--- config.mk ---
export PLATFORM = sky130hd
export DESIGN_NAME = dt1_wb_stage
export DESIGN_NICKNAME = d
export VERILOG_FILES = /design/src/rtl/dt1_wb_stage.sv
export SDC_FILE = /design/constraint.sdc
export NUM_CORES = 1
export LEC_CHECK = 0
export ABC_AREA = 1
export CORE_ASPECT_RATIO = 0.75
export CORE_MARGIN = 8
export CORE_UTILIZATION = 30
export CTS_CLUSTER_DIAMETER = 120
export CTS_CLUSTER_SIZE = 14
export DETAILED_ROUTE_END_ITERATION = 16
export DONT_BUFFER_PORTS = 1
export HOLD_SLACK_MARGIN = 0.12
export PLACE_DENSITY_LB_ADDON = 0.12
export SYNTH_ARGS = -nofsm -noshare
export SYNTH_HDL_FRONTEND = slang
export SYNTH_SLANG_ARGS = --single-unit
--- constraint.sdc ---
create_clock -name clk -period 4.8 [get_ports clk]
set_clock_uncertainty 0.05 [all_clocks]
set_input_delay 0.72 -clock clk [delete_from_list [all_inputs] [get_ports clk]]
set_output_delay 0.72 -clock clk [all_outputs]
set_load 0.005 [all_outputs]
--- src/rtl/dt1_wb_stage.sv ---
// dt1_wb_stage: RV32I write-back stage - registers MEM results, extracts load data,
// drives the register-file write port and counts retired instructions.
module dt1_wb_stage #(
    parameter int XLEN = 32
) (
    input  logic            clk,
    input  logic            rst,
    input  logic            stall,
    input  logic            flush,
    input  logic            mem_valid,
    input  logic            mem_regwrite,
    input  logic [4:0]      mem_rd,
    input  logic [1:0]      mem_resultsrc,
    input  logic [2:0]      mem_funct3,
    input  logic [XLEN-1:0] mem_alu_result,
    input  logic [XLEN-1:0] mem_pcplus4,
    input  logic [XLEN-1:0] mem_rdata,
    output logic            we3,
    output logic [4:0]      a3,
    output logic [XLEN-1:0] wd3,
    output logic            wb_valid,
    output logic [4:0]      wb_rd,
    output logic [XLEN-1:0] wb_result,
    output logic [63:0]     instret
);
    logic            valid_q;
    logic            regwrite_q;
    logic [4:0]      rd_q;
    logic [1:0]      resultsrc_q;
    logic [2:0]      funct3_q;
    logic [XLEN-1:0] alu_q;
    logic [XLEN-1:0] pcplus4_q;
    logic [XLEN-1:0] rdata_q;
    logic [63:0]     cnt_q;
    logic [1:0]      off;
    logic [XLEN-1:0] shifted;
    logic [7:0]      byte_v;
    logic [15:0]     half_v;
    logic [XLEN-1:0] load_data;
    logic [XLEN-1:0] result;

    // Flush only clears valid; the payload is don't-care and simply holds.
    always_ff @(posedge clk or negedge rst) begin
        if (!rst) begin
            valid_q     <= 1'b0;
            regwrite_q  <= 1'b0;
            rd_q        <= '0;
            resultsrc_q <= '0;
            funct3_q    <= '0;
            alu_q       <= '0;
            pcplus4_q   <= '0;
            rdata_q     <= '0;
            cnt_q       <= '0;
        end else if (flush) begin
            valid_q <= 1'b0;
        end else if (!stall) begin
            valid_q     <= mem_valid;
            regwrite_q  <= mem_regwrite;
            rd_q        <= mem_rd;
            resultsrc_q <= mem_resultsrc;
            funct3_q    <= mem_funct3;
            alu_q       <= mem_alu_result;
            pcplus4_q   <= mem_pcplus4;
            rdata_q     <= mem_rdata;
            if (mem_valid)
                cnt_q <= cnt_q + 64'd1;
        end
    end

    assign off     = alu_q[1:0];
    assign shifted = rdata_q >> {off, 3'b000};
    assign byte_v  = shifted[7:0];
    assign half_v  = off[1] ? rdata_q[31:16] : rdata_q[15:0];

    always_comb begin
        load_data = rdata_q;
        case (funct3_q)
            3'b000:  load_data = {{(XLEN-8){byte_v[7]}}, byte_v};
            3'b001:  load_data = {{(XLEN-16){half_v[15]}}, half_v};
            3'b100:  load_data = {{(XLEN-8){1'b0}}, byte_v};
            3'b101:  load_data = {{(XLEN-16){1'b0}}, half_v};
            default: load_data = rdata_q;
        endcase
    end

    assign result    = (resultsrc_q == 2'b01) ? load_data :
                       (resultsrc_q == 2'b10) ? pcplus4_q : alu_q;
    assign wd3       = result;
    assign wb_result = result;
    assign we3       = valid_q & regwrite_q & (rd_q != 5'd0);
    assign a3        = rd_q;
    assign wb_rd     = rd_q;
    assign wb_valid  = valid_q;
    assign instret   = cnt_q;
endmodule

==> results of run 1 <==
## registers in the layout, indices dropped and copies added (netlist names)
name	cells
a3	5
alu_q	32
funct3_q	3
instret	64
pcplus4_q	32
rdata_q	32
regwrite_q	1
resultsrc_q	2
wb_valid	1
## logic make-up (layout without fill, tap and decap cells)
| group | count (synthesis) | in the layout |
|---|---|---|
| buffers and inverters | 219 | 177 |
| DFF | 172 | 172 |
| AOI/OAI and AO/OA | 204 | 204 |
| and+or+nand+nor | 614 | 614 |
| other | 0 | 2 |
| xor gates and xnor gates | 40 | 40 |
| adders and majority gates | 1 | 1 |
## final timing paths
| path | cells past startpoint | from | slack (ns) | to |
|---|---|---|---|---|
| worst max-delay path | 5 | funct3_q[1] | 1.24 | wb_result[17] |
| worst min-delay path | 1 | rst | 0.25 | alu_q[18] |
| worst max register to register | 8 | instret[1] | 2.67 | instret[52] |
| worst min register to register | 2 | pcplus4_q[28] | 0.42 | pcplus4_q[28] |
| max in group asynchronous | 1 | rst | 3.72 | instret[62] |
| min in group clk | 2 | mem_pcplus4[20] | 0.34 | pcplus4_q[20] |
## through the flow
| stage | util [%] | total power, mW | setup slack (ns) | instance area, um^2 |
|---|---|---|---|---|
| CTS | 32.71 | 3.845 | 1.257 | 10150 |
| floorplan | - | 2.217 | 2.552 | 9399 |
| finish | 32.72 | 3.789 | 1.241 | 10160 |
| detailed placement | 30.70 | 2.327 | 1.750 | 9528 |
| global route | 32.72 | 3.998 | 1.039 | 10160 |
| global placement | 30.70 | 2.327 | 1.836 | 9528 |
## power by group through the flow
stage                     combinational, mW  sequential (mW)  clock (mW)
after global placement                0.595             1.73           0
final                                 0.626             1.70        1.46
after floorplan                       0.533             1.68           0
after global routing                  0.722             1.72        1.55
after detailed placement              0.597             1.73           0
after CTS                             0.635             1.70        1.51
## final cells by class
cell class	count	area, um^2
clock inverters	13	153.9
flip-flops and latches	172	4304
diodes	2	5.005
inverters	138	518.0
fillers	3377	20880
repair buffers	7	85.08
clock buffers	19	442.9
multi-input cells	859	4140
well taps	406	508.0
## metal layers
| layer | wire (um) | global-route usage [%] | vias up |
|---|---|---|---|
| li1 | - | - | 3847 |
| met1 | 17120 | 27.24 | 3793 |
| met2 | 13440 | 24.30 | 225 |
| met3 | 2025 | 4.222 | 18 |
| met4 | 327 | 4.341 | 0 |
| met5 | 0 | 0 | - |
## synth_stat cells (all sizes together)
cell / number / area share, %
nand2: 409 / 17
dfrtp: 172 / 46
inv: 138 / 5.5
o21ai: 133 / 7.1
nor2: 111 / 5.5
buf: 41 / 3.1
clkbuf: 40 / 1.6
a21oi: 33 / 1.8
nand3: 33 / 1.9
nand4: 30 / 2.4
xor2: 23 / 2.1
nor3: 22 / 1.3
xnor2: 17 / 1.6
a211oi: 8 / 0.64
a31oi: 8 / 0.53
nand3b: 8 / 0.64
o211ai: 7 / 0.56
o31ai: 7 / 0.56
o22ai: 6 / 0.40
a41oi: 1 / 0.093
ha: 1 / 0.13
nor3b: 1 / 0.080
o311ai: 1 / 0.093
## timing repair
| action | CTS | global route |
|---|---|---|
| endpoints found under the hold margin | 172 | 0 |
| hold buffers | 1 | 0 |
| setup buffers | 0 | 0 |
==> results.md, run 1 <==
* Reg clk slew, reported paths at 0.07 ns
* Max clock buf depth at 2
* Pwr/cell area at around 370 nW/um^2
* # Max-Cap Violations at 0
* GR Overflow Total at 0
* Share of the yosys chip area belonging to registers at a little under half
* Critical path class: register to output port
* CP required at between 4 and 5 ns
* Die area at between 30000 and 40000 um^2
* Routed wire length at roughly 33 mm
* Synthesized area per cell at about 7.5 um^2
* Most frequent cells in the layout: nand2_1, dfrtp_1, inv_1
* Crit-path leading delay family: simple AND/OR/NAND/NOR gates
* Max Clk Rate at between 0.2 and 0.3 GHz
* Post-DRT Antenna Nets at 0
* H-tree levels at 4
* Die Ht at 169.3 um
* Core ar. at 31040 um^2
* Commonest non-fill, non-tap cell in the layout: nand2_1
* Drt drc at 0
* DRT iter0 DRCs at about 650
* P&R area growth vs syn at 8.067%
* Worst hold slack at 0.2453 ns
* Worst setup SP type: register
* Fin crit period at between 3 and 4 ns
* Simple-Gate Fraction of Synth Area at 28.39%
* Slowest cell on the critical path: dfrtp_1
* Internal power at ~2.6 mW
* Via count at slightly below 8000
* CTS buffer count at 17
* First-pass GRT wire length at about 50 mm
* RSZ-0062 raised after global routing: no
* TNS Setup at 0 ns
* Initial DRT Pass Iterations at 5
* FP Rows at 56
* Worst Hold Class: primary input to asynchronous set/reset pin
* Vias in the first global route at 7810
* Fin. Hold Viols at 0
* Worst Path Arrival at approximately 2.8 ns
* Port Buffer Count at 0
* Leak at roughly 4.8 nW
* Mux cell area share after synthesis at 0%
* Post_cts resized at 0
* Sw frac at between 30% and 40%
* Post-Layout Cell Count at 1616
* Die X at ~220 um
* Mapped Area at between 9000 and 10000 um^2
* Clock share of power at between 30% and 40%
* Initial Util at between 30% and 40%
* Antenna violations before repair at 2
* Sw power at 1.237 mW
* CP max FO at 22
* Critical Path Max Stage Delay at roughly 0.90 ns
* Yosys warnings at 0
* Critical-path cell list: nor3_1 > nand2_1 > nand2_1 > o22ai_1 > inv_1
* Seq pwr share at around 45%
* Number of placed cells counting well taps at 1581
* WL/cell at approximately 20 um
* CTS sink count at roughly 170
* Worst setup EP type: output port
* Largest net degree at the start of global routing at ~180
* Worst skew pair latency at ~0.44 ns
* Final Wtd Congestion at between 0.8 and 0.9
* Slew headroom at approximately 30%
* GRT Total Usage at between 15 and 20%
* Largest family of logic cells by synthesized area: simple AND/OR/NAND/NOR gates
* Peak VDD IR at ~0.00017 V
* Area share of fa/ha/maj cells after synthesis at less than 1%
* CTS tree: yes
* Ports at roughly 250
* Comb pwr share at between 10% and 20%
* Vias/cell at slightly below 5
* Ratio of cells with drive above 1 in the final layout at 5.960%
* Final setup viols at 0
* Synth Instances at ~1300
* Period utilization at 74.15%
* Outcome: completed
* Synth Area in Compound Gates at a little under an eighth
* Final max-slew violation count at 0
* Post-Synth XOR/XNOR Area at under 10%
* Syn Nets at between 1000 and 1500
* Cell mode on critical path: nand2_1
* Final #Nets at between 1000 and 1500
* Tightest Pin Transition at around 1.0 ns
* Buffers and inverters on the worst path at 1
* FF+latch count, synth at roughly 170
* HPWL after DPL at 24.37 mm
* Post-synth cell types at 36
* Clock Root Buffer: clkbuf_16
(Power assumes the default switching activity.)
==> run 2: changes to the inputs <==
==> constraint.sdc (replaced) <==
create_clock -name clk -period 3 [get_ports clk]
set_clock_uncertainty 0.05 [all_clocks]
set_input_delay 0.45 -clock clk [delete_from_list [all_inputs] [get_ports clk]]
set_output_delay 0.45 -clock clk [all_outputs]
set_load 0.005 [all_outputs]
==> results.md, run 2 (same netlist as run 1, synthesis figures left out) <==
* Outcome: complete, but fails checks
* Failing checks: negative hold slack
* Initial Util at 30.28% (unchanged)
* Initial DRT Pass Iterations at 5 (unchanged)
* Fin. Hold Viols at 172 (+172)
* Leak at 5.272 nW (+11%)
* Fill cell count at 3290 (-2.6%)
* Worst r2r src: instret[1]
* Max Clk Rate at roughly 0.36 GHz
* Die Ht at 169.3 um (unchanged)
* Final max-slew violation count at 0 (unchanged)
* Worst Hold Class: primary input to asynchronous set/reset pin
* Fin worst setup slack at 0.2248 ns (-1.016 ns)
* Max FFs per register at 64 (unchanged)
* H-tree levels at 4 (unchanged)
* Core ar. at 31040 um^2 (unchanged)
* Period utilization at 92.51%
* Vias in the first global route at 8193 (+4.9%)
* Worst setup EP type: output port
* Via count at 8301 (+5.3%)
* Ports at 252 (unchanged)
* P&R area growth vs syn at 20.29%
* Die X at 220.4 um (unchanged)
* Most frequent cells in the layout: nand2_1, dfrtp_1, inv_1
* Seq pwr share at 43.6% (-1.4 points)
* Pre-CTS WS at 0.5225 ns (-1.227 ns)
* Worst Path Arrival at 2.28 ns (-0.51 ns)
* Clock Root Buffer: clkbuf_16
* CP max FO at 12 (-45%)
* Reg clk slew, reported paths at 0.08 ns (about the same)
* First-pass GRT wire length at 51.81 mm (+4.0%)
* Post-DRT Antenna Nets at 0 (unchanged)
* Max clock buf depth at 2 (unchanged)
* Vias/cell at 4.787 (-1.9%)
* DRT iter0 DRCs at 722 (+11%)
* FP Rows at 56 (unchanged)
* CP required at 2.50 ns (-1.53 ns)
* Port Buffer Count at 0 (unchanged)
* Critical path class: register to output port
* GR Overflow Total at 0 (unchanged)
* Tightest Pin Transition at 0.8402 ns (-0.2094 ns)
* CTS sink count at 172 (unchanged)
* Slew headroom at 43.99% (+14 points)
* HPWL after DPL at 24.90 mm (+2.2%)
* Internal power at 4.263 mW (+67%)
* Ratio of cells with drive above 1 in the final layout at 7.455% (+1.5 points)
* Final Wtd Congestion at 0.8324 (+1.0%)
* Commonest non-fill, non-tap cell in the layout: nand2_1
* Die area at 37310 um^2 (unchanged)
* Largest net degree at the start of global routing at 175 (unchanged)
* Sw frac at 31.75% (-0.89 points)
* Worst hold slack at -0.3375 ns (-0.5828 ns)
* Fin crit period at about 2.8 ns
* Worst skew pair latency at 0.45 ns (about the same)
* Drt drc at 0 (unchanged)
* Comb pwr share at 19.0% (+2.5 points)
* Routed wire length at 33.96 mm (+3.2%)
* RSZ-0062 raised after global routing: no
* Pwr/cell area at 552.4 nW/um^2 (+48%)
* Clock share of power at 37.5% (-1.0 points)
* Sw power at 1.983 mW (+60%)
* Antenna violations before repair at 0 (-2)
* Final setup viols at 0 (unchanged)
* TNS Setup at 0 ns (unchanged)
* WL/cell at 19.58 um (-3.8%)
* Final #Nets at 1428 (+9.2%)
* Antenna diodes at 0 (-2)
* GRT Total Usage at 18.30% (+0.56 points)
* CP Launch Point: alu_q[1]
* CTS buffer count at 17 (unchanged)
* # Max-Cap Violations at 0 (unchanged)
* Peak VDD IR at 0.0003365 V (+100%)
* CTS tree: yes
* Tot Pwr at 6.246 mW (+65%)
* Worst setup SP type: register
[run 2: cell types whose count changed in the layout (fill, tap and decap cells not counted), sizes merged]
| cell | change |
|---|---|
| inv | -2 |
| diode | -2 |
| dlygate4sd3 | +99 |
| buf | +20 |
| clkinv | +2 |
| clkinvlp | +1 |
[run 2: power groups by stage]
stage / Combinational [mW] / Clock [mW] / Sequential [mW]
2_1_floorplan: 0.853 / 0 / 2.69
3_3_place_gp: 1.07 / 0 / 2.76
3_5_place_dp: 1.07 / 0 / 2.76
4_1_cts: 1.18 / 2.42 / 2.72
5_1_grt: 1.33 / 2.52 / 2.76
6_report: 1.19 / 2.34 / 2.72
[run 2: metal layers]
metal	track usage [%]	wire (um)	up-vias
li1	-	-	4093
met1	28.84	17950	3947
met2	24.61	13730	239
met3	4.685	1976	22
met4	2.972	297	0
met5	0	0	-
[run 2: path summary, 6_finish.rpt]
check	endpoint	cells after the start	slack (ns)
worst min register to register	pcplus4_q[2]	2	0.42
worst min-delay path	alu_q[20]	0	-0.34
min in group clk	alu_q[13]	2	0.13
max in group asynchronous	instret[45]	0	2.95
worst max register to register	instret[52]	8	0.87
worst max-delay path	wd3[0]	6	0.22
[run 2: stage by stage]
stage,instances,area (um^2),util (%)
final,1734,11310,36.42
after global routing,1734,11310,36.42
after CTS,1731,11270,36.29
after detailed placement,1601,9678,31.18
after global placement,1601,9678,31.18
after floorplan,1250,9399,-
[run 2: repair_timing]
| item | CTS | global route |
|---|---|---|
| setup endpoints to repair | 0 | 44 |
| gates resized for setup | 0 | 6 |
| setup buffers | 0 | 1 |
| hold buffers | 98 | 1 |
| hold endpoints to repair | 269 | 173 |
[run 2: area by class of cell]
type | count | area, um^2 | area share, %
flip-flops and latches | 172 | 4305 | 38.08
multi-input cells | 859 | 4150 | 36.71
repair buffers | 126 | 1206 | 10.67
inverters | 138 | 521.8 | 4.615
well taps | 406 | 508.0 | 4.493
clock buffers | 19 | 452.9 | 4.006
clock inverters | 13 | 153.9 | 1.361
repair inverters | 1 | 7.507 | 0.06640
[run 2: worst max-delay path, stage by stage (launching register included)]
cell        delay, ns
dfrtp_2          0.50
clkinvlp_4       0.11
buf_4            0.18
nand2_1          0.22
a31oi_1          0.12
o31ai_1          0.47
buf_4            0.22
